**src/rtl/mips32_fwd_hazard_unit_if.sv**
```systemverilog
// ID-stage hazard/forwarding bundle: source fields and EX writer info in,
// registered forward selects, stall and stall counter out.
interface mips32_fwd_hazard_unit_if #(parameter int CNT_W = 16);
  logic             flush;
  logic [4:0]       id_rs;
  logic [4:0]       id_rt;
  logic             id_uses_rt;
  logic [4:0]       id_ex_rd;
  logic             id_ex_reg_write;
  logic             id_ex_mem_read;
  logic [1:0]       forward_a;
  logic [1:0]       forward_b;
  logic             stall;
  logic [CNT_W-1:0] stall_count;

  modport master (
    output flush, id_rs, id_rt, id_uses_rt, id_ex_rd, id_ex_reg_write, id_ex_mem_read,
    input  forward_a, forward_b, stall, stall_count
  );

  modport slave (
    input  flush, id_rs, id_rt, id_uses_rt, id_ex_rd, id_ex_reg_write, id_ex_mem_read,
    output forward_a, forward_b, stall, stall_count
  );
endinterface

```
**src/rtl/mips32_fwd_hazard_unit.sv**
```systemverilog
// Load-use stall and one-cycle-ahead EX forwarding select generation.
// Forward codes are registered so they line up with the EX cycle of the ID instruction.
module mips32_fwd_sel (
  input  logic [4:0] src,
  input  logic       en,
  input  logic       ex_rw,
  input  logic [4:0] ex_rd,
  input  logic       mem_rw,
  input  logic [4:0] mem_rd,
  output logic [1:0] code
);
  // EX writer is newest, so it beats the EX/MEM writer on a double match
  always_comb begin
    code = 2'b00;
    if (en && ex_rw && (ex_rd != 5'd0) && (ex_rd == src))
      code = 2'b10;
    else if (en && mem_rw && (mem_rd != 5'd0) && (mem_rd == src))
      code = 2'b01;
  end
endmodule

module mips32_fwd_hazard_unit #(
  parameter int CNT_W = 16
) (
  input  logic                   clk,
  input  logic                   reset,
  mips32_fwd_hazard_unit_if.slave hz
);
  localparam int NUM_SRC = 2;
  localparam logic [CNT_W-1:0] CNT_MAX = '1;

  logic                      exmem_rw, memwb_rw;
  logic [4:0]                exmem_rd, memwb_rd;
  logic [NUM_SRC-1:0][4:0]   src;
  logic [NUM_SRC-1:0]        src_en;
  logic [NUM_SRC-1:0][1:0]   fwd_nxt;
  logic [NUM_SRC-1:0][1:0]   fwd_q;
  logic [CNT_W-1:0]          cnt_q;
  logic                      load_use;
  logic                      stall;

  assign src    = {hz.id_rt, hz.id_rs};
  assign src_en = {hz.id_uses_rt, 1'b1};

  genvar g;
  generate
    for (g = 0; g < NUM_SRC; g++) begin : g_src
      mips32_fwd_sel u_sel (
        .src    (src[g]),
        .en     (src_en[g]),
        .ex_rw  (hz.id_ex_reg_write),
        .ex_rd  (hz.id_ex_rd),
        .mem_rw (exmem_rw),
        .mem_rd (exmem_rd),
        .code   (fwd_nxt[g])
      );
    end
  endgenerate

  assign load_use = hz.id_ex_mem_read && hz.id_ex_reg_write && (hz.id_ex_rd != 5'd0) &&
                    ((hz.id_ex_rd == hz.id_rs) || (hz.id_uses_rt && (hz.id_ex_rd == hz.id_rt)));
  // A flushed ID instruction is discarded, so it cannot need a stall
  assign stall    = load_use && !hz.flush;

  // memwb shadow mirrors the real pipeline; write-before-read RF means no forward from it
  always_ff @(posedge clk or negedge reset) begin
    if (!reset) begin
      exmem_rw <= 1'b0;
      exmem_rd <= 5'd0;
      memwb_rw <= 1'b0;
      memwb_rd <= 5'd0;
      fwd_q    <= '0;
      cnt_q    <= '0;
    end else begin
      exmem_rw <= hz.id_ex_reg_write;
      exmem_rd <= hz.id_ex_rd;
      memwb_rw <= exmem_rw;
      memwb_rd <= exmem_rd;
      fwd_q    <= (hz.flush || stall) ? '0 : fwd_nxt;
      if (stall && (cnt_q != CNT_MAX))
        cnt_q <= cnt_q + 1'b1;
    end
  end

  assign hz.forward_a   = fwd_q[0];
  assign hz.forward_b   = fwd_q[1];
  assign hz.stall       = stall;
  assign hz.stall_count = cnt_q;
endmodule

```
**src/flat_wrapper.sv**
```systemverilog
// flat-port wrapper written by rule: the top's interface ports become plain ports
module mips32_fwd_hazard_unit_flat 
#(
  parameter int CNT_W = 16
)
  (clk, reset, hz_flush, hz_id_rs, hz_id_rt, hz_id_uses_rt, hz_id_ex_rd, hz_id_ex_reg_write, hz_id_ex_mem_read, hz_forward_a, hz_forward_b, hz_stall, hz_stall_count);
  mips32_fwd_hazard_unit_if #(.CNT_W(CNT_W)) hz_i ();
  input  logic clk;
  input  logic reset;
  input wire logic [$bits(hz_i.flush)-1:0] hz_flush;
  input wire logic [$bits(hz_i.id_rs)-1:0] hz_id_rs;
  input wire logic [$bits(hz_i.id_rt)-1:0] hz_id_rt;
  input wire logic [$bits(hz_i.id_uses_rt)-1:0] hz_id_uses_rt;
  input wire logic [$bits(hz_i.id_ex_rd)-1:0] hz_id_ex_rd;
  input wire logic [$bits(hz_i.id_ex_reg_write)-1:0] hz_id_ex_reg_write;
  input wire logic [$bits(hz_i.id_ex_mem_read)-1:0] hz_id_ex_mem_read;
  output wire logic [$bits(hz_i.forward_a)-1:0] hz_forward_a;
  output wire logic [$bits(hz_i.forward_b)-1:0] hz_forward_b;
  output wire logic [$bits(hz_i.stall)-1:0] hz_stall;
  output wire logic [$bits(hz_i.stall_count)-1:0] hz_stall_count;
  assign hz_i.flush = hz_flush;
  assign hz_i.id_rs = hz_id_rs;
  assign hz_i.id_rt = hz_id_rt;
  assign hz_i.id_uses_rt = hz_id_uses_rt;
  assign hz_i.id_ex_rd = hz_id_ex_rd;
  assign hz_i.id_ex_reg_write = hz_id_ex_reg_write;
  assign hz_i.id_ex_mem_read = hz_id_ex_mem_read;
  assign hz_forward_a = hz_i.forward_a;
  assign hz_forward_b = hz_i.forward_b;
  assign hz_stall = hz_i.stall;
  assign hz_stall_count = hz_i.stall_count;
  mips32_fwd_hazard_unit #(.CNT_W(CNT_W)) u_core (.clk(clk), .reset(reset), .hz(hz_i));
endmodule
```
**config.mk**
```make
export PLATFORM = sky130hd
export DESIGN_NAME = mips32_fwd_hazard_unit_flat
export DESIGN_NICKNAME = d
export VERILOG_FILES = /design/src/rtl/mips32_fwd_hazard_unit_if.sv /design/src/rtl/mips32_fwd_hazard_unit.sv /design/src/flat_wrapper.sv
export SDC_FILE = /design/constraint.sdc
export NUM_CORES = 1
export LEC_CHECK = 0
export ABC_CLOCK_PERIOD_IN_PS = 3650
export CAP_MARGIN = 20
export CORE_MARGIN = 2
export CORE_UTILIZATION = 40
export CTS_BUF_LIST = sky130_fd_sc_hd__clkbuf_4 sky130_fd_sc_hd__clkbuf_8
export DETAILED_ROUTE_END_ITERATION = 8
export PLACE_DENSITY = 0.76
export SLEW_MARGIN = 20
export SYNTH_ARGS = -nofsm -noshare
export SYNTH_HDL_FRONTEND = slang
export SYNTH_SLANG_ARGS = --single-unit
export TNS_END_PERCENT = 1
```
**constraint.sdc**
```tcl
create_clock -name clk -period 3.65 [get_ports clk]
set_input_delay 0.365 -clock clk [delete_from_list [all_inputs] [get_ports clk]]
set_output_delay 0.365 -clock clk [all_outputs]
set_load 0.02 [all_outputs]
```
==> out/qor.yml, run 1 <==
detailed_routing:
  postRouteWirelength_um: 2990
  drt_first_pass_iters: 4
  drt-vias-per-instance: 5.12
  routed-wl-met3_um: 151
  drc: 0
  routed-wl-met2_um: 1540
  drt_first_iter_violations: 28
  drt-met1-wl_um: 1280
  route.top_layer_used: "met4"
  routed-via-count: 1158
  number_of_antenna_violating_nets_in_the_routed_design: 0
  wire_per_inst_um: 13.2
clock_tree:
  cts.repair.resized: 0
  post-cts-setup-buffers: 0
  clkTransAtPathRegs_ps: 140
  cts_buffers: 3
  cts_root_buf: "sky130_fd_sc_hd__clkbuf_4"
  htree_levels: 1
  cts_max_path_buffers: 2
  worst_skew_pair.late_latency_ps: 310
  clock_sink_count: 26
  tritoncts: "yes"
  number_of_buffers_added_to_fix_hold_violations_after_cts: 0
floorplan:
  fp.dieW_um: 64.5
  die_h_um: 64.5
  floorplan.initialDensity_pct: 42.9
  core_area_um2: 3420
  die_area_um2: 4170
  floorplan.io_pins: 42
  core.rowCount: 21
critical_path:
  critPathRequiredTime_ps: 3280
  startpoint_type: "input pin"
  cp_data_arrival_time_ps: 2480
  timing.reg2reg.setup_slack_ps: 1820
  cpMostUsedCell: "sky130_fd_sc_hd__clkdlybuf4s50_1"
  timing.critical_path.slowest_cell_delay_ps: 590
  worst-path-buf-inv: 2
  worstSetupPathType: "input pin to primary output"
  worst-path-max-fanout: 6
  crit_slowest_cell: "sky130_fd_sc_hd__or4_4"
  timing.rr.end: "u_core.hz.stall_count[1]"
  worst_r2r_path_depth: 6
  regToRegStartpoint: "u_core.hz.stall_count[0]"
  end_kind: "primary output"
  path_cells: "clkdlybuf4s50_1 -> or4_4 -> o21ai_4 -> nor2_1 -> and2_1 -> clkdlybuf4s50_1"
  delay_heaviest_family_cp: "buffers and inverters"
synthesis:
  synth_xor_area_share_pct: 20.3
  synthesis.area_um2: 1470
  synth-seq-area-share_pct: 44.4
  largest_family_of_logic_cells_by_synthesized_area: "simple AND/OR/NAND/NOR gates"
  postSynthNetCount: 160
  netlist_instances: 138
  ys_seq_elements: 26
  muxShareOfSynthArea_pct: 1.54
  fraction_of_the_mapped_netlist_area_in_adder_cells_pct: 0.853
  synth-simple-area-share_pct: 24.2
  fraction_of_the_mapped_netlist_area_in_compound_gates_pct: 6.14
  synth-warning-count: 0
  syn_area_per_cell_um2: 10.6
  distinct_cell_type_count_after_synthesis: 34
global_route:
  grt_start_max_net_pins: 27
  first_pass_grt_wire_length_um: 5200
  grt-ovfl-total: 0
  antenna_found_initial: 0
  grt_pass1_vias: 1192
  groute.usage.overall_pct: 15.9
min_path:
  min_delay_path_class: "input pin to async pin"
pwr:
  power_frac_clock_pct: 26.1
  sw_frac_of_total_pct: 25.8
  logic_pwr_share_pct: 18.3
  leakage_nw: 0.733
  cellInternalPower_mw: 0.410
  share_seq_of_total_power_pct: 55.6
  power_density_nw_per_um2: 284
  worst_ir_drop_vdd_mv: 0.119
  pnr_total_power_mw: 0.553
  p_sw_mw: 0.143
cells_and_area:
  fin_util_pct: 56.9
  mostFrequentLayoutCell: "sky130_fd_sc_hd__clkdlybuf4s50_1"
  seq_area_um2: 651
  final_cell_mix: "sky130_fd_sc_hd__clkdlybuf4s50_1, sky130_fd_sc_hd__dfrtp_1, sky130_fd_sc_hd__xnor2_1"
  multi_input_comb_area_um2: 778
  nFillCells: 320
  area_delta_synth_final_pct: 32.5
  antennaDiodeCount: 0
  number_of_nets_in_the_final_layout: 203
  final_layout_size_suffix_gt1_share_pct: 8.33
timing:
  setup_viol: 0
  final-max-slew-violation-count: 0
  worst-slew-pin-transition_ps: 566
  finalCriticalPeriod_ps: 2840
  fin_setup_tns_ps: 0
  achievable-frequency_ghz: 0.352
  slew_headroom_pct: 62.3
  unrepaired_setup_endpoints_after_global_routing: "no"
  final_min_period_over_clock_period_pct: 77.9
  worst_clk_skew_ps: 3.55
  hold_viol_final: 0
run:
  timing.max_cap.violations: 0
run_status:
  outcome: "finished, final reports clean"
placed_design:
  hpwlAfterDp_um: 2430
  io_buffer_count: 41
  place.gp.congestion: 0.879
-- power groups by stage --
stage / logic (mW) / registers [mW] / clock network, mW
floorplan: 0.0439 / 0.319 / 0
global placement: 0.102 / 0.313 / 0
detailed placement: 0.103 / 0.313 / 0
CTS: 0.103 / 0.307 / 0.152
global route: 0.113 / 0.309 / 0.165
finish: 0.101 / 0.307 / 0.144
-- how the worst max path moves through the flow --
stage | endpoint | depth (start not counted) | startpoint
after global routing | hz_stall | 6 | hz_id_ex_rd[0]
after detailed placement | hz_stall | 6 | hz_id_ex_rd[0]
final | hz_stall | 6 | hz_id_ex_rd[0]
after floorplan | u_core.hz.stall_count[1] | 6 | u_core.hz.stall_count[0]
after CTS | hz_stall | 6 | hz_id_ex_rd[0]
after global placement | hz_stall | 6 | hz_id_ex_rd[0]
-- flip-flops by register name, indices dropped and copies added (netlist names) --
register               flops
u_core.exmem_rd            5
u_core.exmem_rw            1
u_core.hz.forward_a        2
u_core.hz.forward_b        2
u_core.hz.stall_count     16
-- cell type report --
class | instances | share of cell area (%)
Sequential cell | 26 | 33.5
Tap cell | 46 | 2.96
Clock buffer | 4 | 1.87
Inverter | 2 | 0.386
Timing Repair Buffer | 42 | 21.2
Multi-Input combinational cell | 106 | 40.1
-- cells in the mapped netlist (all sizes together) --
library cell,instances,share of area [%]
a2111oi,1,1.0
a21oi,2,1.5
a2bb2o,1,1.4
and2,4,1.8
and3,2,0.85
and4,2,1.2
buf,2,1.5
clkbuf,2,0.51
dfrtp,26,44
ha,1,0.85
inv,2,0.51
mux2,2,1.5
nand2,7,1.8
nand2b,1,0.43
nand3,6,2.4
nand4,17,7.3
nand4b,1,0.60
nor2,7,1.8
nor2b,1,0.43
nor3,8,3.1
nor3b,1,0.51
nor4,1,0.43
o21a,1,0.51
o21ai,3,1.8
or2,1,0.43
or4,2,1.3
xnor2,23,14
xor2,11,6.6
-- cells by family after synthesis --
| logic type | count (synthesis) |
|---|---|
| simple gates | 61 |
| mux | 2 |
| buf+inv | 6 |
| fa+ha+maj | 1 |
| compound gates | 8 |
| flops | 26 |
| xor+xnor | 34 |
-- per-stage QoR --
stage / area [um^2] / std cells / setup WS [ps] / hold WS [ps]
after floorplan: 1470 / 138 / 1840 / 69.4
after global placement: 1910 / 222 / 821 / 501
after detailed placement: 1910 / 222 / 793 / 401
after CTS: 1940 / 226 / 791 / 34.2
after global routing: 1940 / 226 / 713 / 57.9
final: 1940 / 226 / 806 / 16.3
-- routing by layer --
layer,vias to the layer above,track usage [%]
met3,2,2.43
met2,35,29.6
met1,546,18.9
met4,0,4.26
li1,575,-
met5,-,0
Note: power is estimated with default switching activity, not from simulation.
==> run 2: changes to the inputs <==
--- a/config.mk
+++ b/config.mk
@@ -5,13 +5,13 @@
 export SDC_FILE = /design/constraint.sdc
 export NUM_CORES = 1
 export LEC_CHECK = 0
-export ABC_CLOCK_PERIOD_IN_PS = 3650
+export ABC_CLOCK_PERIOD_IN_PS = 2500
 export CAP_MARGIN = 20
 export CORE_MARGIN = 2
 export CORE_UTILIZATION = 40
 export CTS_BUF_LIST = sky130_fd_sc_hd__clkbuf_4 sky130_fd_sc_hd__clkbuf_8
 export DETAILED_ROUTE_END_ITERATION = 8
-export PLACE_DENSITY = 0.76
+export PLACE_DENSITY = 0.79
 export SLEW_MARGIN = 20
 export SYNTH_ARGS = -nofsm -noshare
 export SYNTH_HDL_FRONTEND = slang
==> constraint.sdc (replaced) <==
create_clock -name clk -period 2.5 [get_ports clk]
set_input_delay 0.25 -clock clk [delete_from_list [all_inputs] [get_ports clk]]
set_output_delay 0.25 -clock clk [all_outputs]
set_load 0.02 [all_outputs]
==> out/qor.yml, run 2 (synthesis results as in run 1) <==
clock_tree:
  post-cts-setup-buffers: 0  # unchanged
  cts.repair.resized: 0  # unchanged
  number_of_buffers_added_to_fix_hold_violations_after_cts: 0  # unchanged
  cts_root_buf: "sky130_fd_sc_hd__clkbuf_4"
  cts_max_path_buffers: 2  # unchanged
  clock_sink_count: 26  # unchanged
  cts_buffers: 3  # unchanged
  tritoncts: "yes"
  clkTransAtPathRegs_ps: 150  # about the same
  worst_skew_pair.late_latency_ps: 330  # +20 ps
  htree_levels: 1  # unchanged
pwr:
  sw_frac_of_total_pct: 24.7  # -1.1 points
  share_seq_of_total_power_pct: 49.9  # -5.7 points
  power_frac_clock_pct: 32.7  # +6.6 points
  worst_ir_drop_vdd_mv: 0.180  # +51%
  power_density_nw_per_um2: 447  # +57%
  p_sw_mw: 0.223  # +56%
  leakage_nw: 0.774  # +5.6%
  cellInternalPower_mw: 0.679  # +66%
  logic_pwr_share_pct: 17.4  # -0.9 points
timing:
  fin_setup_tns_ps: 0  # unchanged
  setup_viol: 0  # unchanged
  worst_clk_skew_ps: 3.32  # -0.232 ps
  achievable-frequency_ghz: 0.416
  final-max-slew-violation-count: 0  # unchanged
  worst-slew-pin-transition_ps: 406  # -161 ps
  finalWorstSetupSlack_ps: 97.3  # -708 ps
  hold_viol_final: 0  # unchanged
  finalCriticalPeriod_ps: 2400
  final_min_period_over_clock_period_pct: 96.1
  slew_headroom_pct: 72.8  # +10 points
  unrepaired_setup_endpoints_after_global_routing: "no"
floorplan:
  floorplan.initialDensity_pct: 42.9  # unchanged
  core_area_um2: 3420  # unchanged
  die_h_um: 64.5  # unchanged
  core.rowCount: 21  # unchanged
  floorplan.io_pins: 42  # unchanged
  fp.dieW_um: 64.5  # unchanged
  die_area_um2: 4170  # unchanged
detailed_routing:
  postRouteWirelength_um: 3250  # +8.7%
  number_of_antenna_violating_nets_in_the_routed_design: 0  # unchanged
  drt_first_iter_violations: 70  # +150%
  drt-met1-wl_um: 1410  # +9.7%
  route.top_layer_used: "met4"
  routed-wl-met2_um: 1660  # +8.0%
  routed-wl-met3_um: 141  # -6.6%
  drc: 0  # unchanged
  routed-via-count: 1204  # +4.0%
  drt-vias-per-instance: 5.17  # +0.85%
  wire_per_inst_um: 13.9  # +5.5%
  drt_first_pass_iters: 4  # unchanged
cells_and_area:
  instances_no_fill: 233  # +3.1%
  area_delta_synth_final_pct: 37.5
  nFillCells: 307  # -4.1%
  antennaDiodeCount: 0  # unchanged
  layout.cell_area.non_filler_um2: 2020  # +3.8%
  number_of_nets_in_the_final_layout: 210  # +3.4%
  largest_register_ffs: 16  # unchanged
  final_cell_mix: "sky130_fd_sc_hd__clkdlybuf4s50_1, sky130_fd_sc_hd__dfrtp_1, sky130_fd_sc_hd__xnor2_1"
  mostFrequentLayoutCell: "sky130_fd_sc_hd__clkdlybuf4s50_1"
  final_layout_size_suffix_gt1_share_pct: 11.2  # +2.9 points
global_route:
  grt_start_max_net_pins: 27  # unchanged
  antenna_found_initial: 0  # unchanged
  first_pass_grt_wire_length_um: 5550  # +6.6%
  groute.usage.overall_pct: 17.3  # +1.4 points
  grt-ovfl-total: 0  # unchanged
  grt_pass1_vias: 1212  # +1.7%
placed_design:
  detailedPlace.worstSlack_ps: 84.9  # -708 ps
  placed_cell_areas_um2: 1960  # +3.0%
  hpwlAfterDp_um: 2630  # +8.5%
  io_buffer_count: 41  # unchanged
  place.gp.congestion: 0.798  # -9.2%
  number_of_instances_in_the_placed_design: 229  # +3.2%
run:
  timing.max_cap.violations: 0  # unchanged
critical_path:
  critPathRequiredTime_ps: 2250  # -1030 ps
  worstSetupPathType: "input pin to primary output"
  worst_setup_path_startpoint: "hz_id_ex_rd[3]"
  timing.rr.end: "u_core.hz.stall_count[1]"
  timing.reg2reg.setup_slack_ps: 660  # -1160 ps
  crit_path_end: "hz_stall"
  end_kind: "primary output"
  cp_data_arrival_time_ps: 2150  # -330 ps
  startpoint_type: "input pin"
  worst_r2r_path_depth: 6  # unchanged
  worst-path-max-fanout: 3  # -3
  regToRegStartpoint: "u_core.hz.stall_count[0]"
run_status:
  outcome: "finished, final reports clean"
min_path:
  min_delay_path_class: "input pin to async pin"
[run 2: cell types whose count changed in the layout (fill, tap and decap cells not counted)]
cell and change:
sky130_fd_sc_hd__bufinv_16 +1, sky130_fd_sc_hd__buf_4 +7, sky130_fd_sc_hd__clkbuf_8 -1, sky130_fd_sc_hd__clkdlybuf4s50_1 +1, sky130_fd_sc_hd__buf_2 -1
[run 2: power by group through the flow]
stage          clock network, mW  registers [mW]  logic (mW)
6_report                   0.295           0.450       0.157
5_1_grt                    0.319           0.452       0.171
4_1_cts                    0.299           0.450       0.158
3_5_place_dp                   0           0.458       0.158
3_3_place_gp                   0           0.457       0.156
2_1_floorplan                  0           0.465      0.0640
[run 2: worst min path at each step]
| stage | to | slack (ps) | depth (start not counted) |
|---|---|---|---|
| 2_1_floorplan | u_core.exmem_rd[0] | -50 | 0 |
| 3_3_place_gp | u_core.hz.stall_count[9] | 500 | 1 |
| 3_5_place_dp | u_core.hz.stall_count[13] | 510 | 1 |
| 4_1_cts | u_core.hz.stall_count[4] | 280 | 2 |
| 5_1_grt | u_core.hz.stall_count[7] | 280 | 2 |
| 6_report | u_core.hz.stall_count[5] | 270 | 2 |
[run 2: final cells by class]
cell class	instances	area (um^2)	share of cell area (%)
clock buffer	3	22.5	1.12
clock inverter	1	30.0	1.49
inverter	2	7.51	0.372
multi-input combinational	106	778	38.6
sequential	26	651	32.3
tap	46	57.6	2.85
timing repair buffer	49	470	23.3
[run 2: per-layer routing]
layer,up-vias,GRT usage (%)
met5,-,0
met4,0,5.59
met3,4,2.78
met2,36,30.6
met1,570,21.4
li1,594,-
[run 2: worst max-delay path, cell delays in order]
cell                              delay, ps
sky130_fd_sc_hd__clkdlybuf4s50_1        460
sky130_fd_sc_hd__or4_4                  560
sky130_fd_sc_hd__o21ai_4                140
sky130_fd_sc_hd__nor2_1                  60
sky130_fd_sc_hd__and2_1                 150
sky130_fd_sc_hd__clkdlybuf4s50_1        530
[run 2: through the flow]
step / hold WS [ps] / utilization (%) / power (mW)
2_1_floorplan: -45.6 / - / 0.529
3_3_place_gp: 503 / 57.5 / 0.612
3_5_place_dp: 512 / 57.5 / 0.616
4_1_cts: 277 / 59.0 / 0.907
5_1_grt: 276 / 59.0 / 0.942
6_report: 273 / 59.0 / 0.902
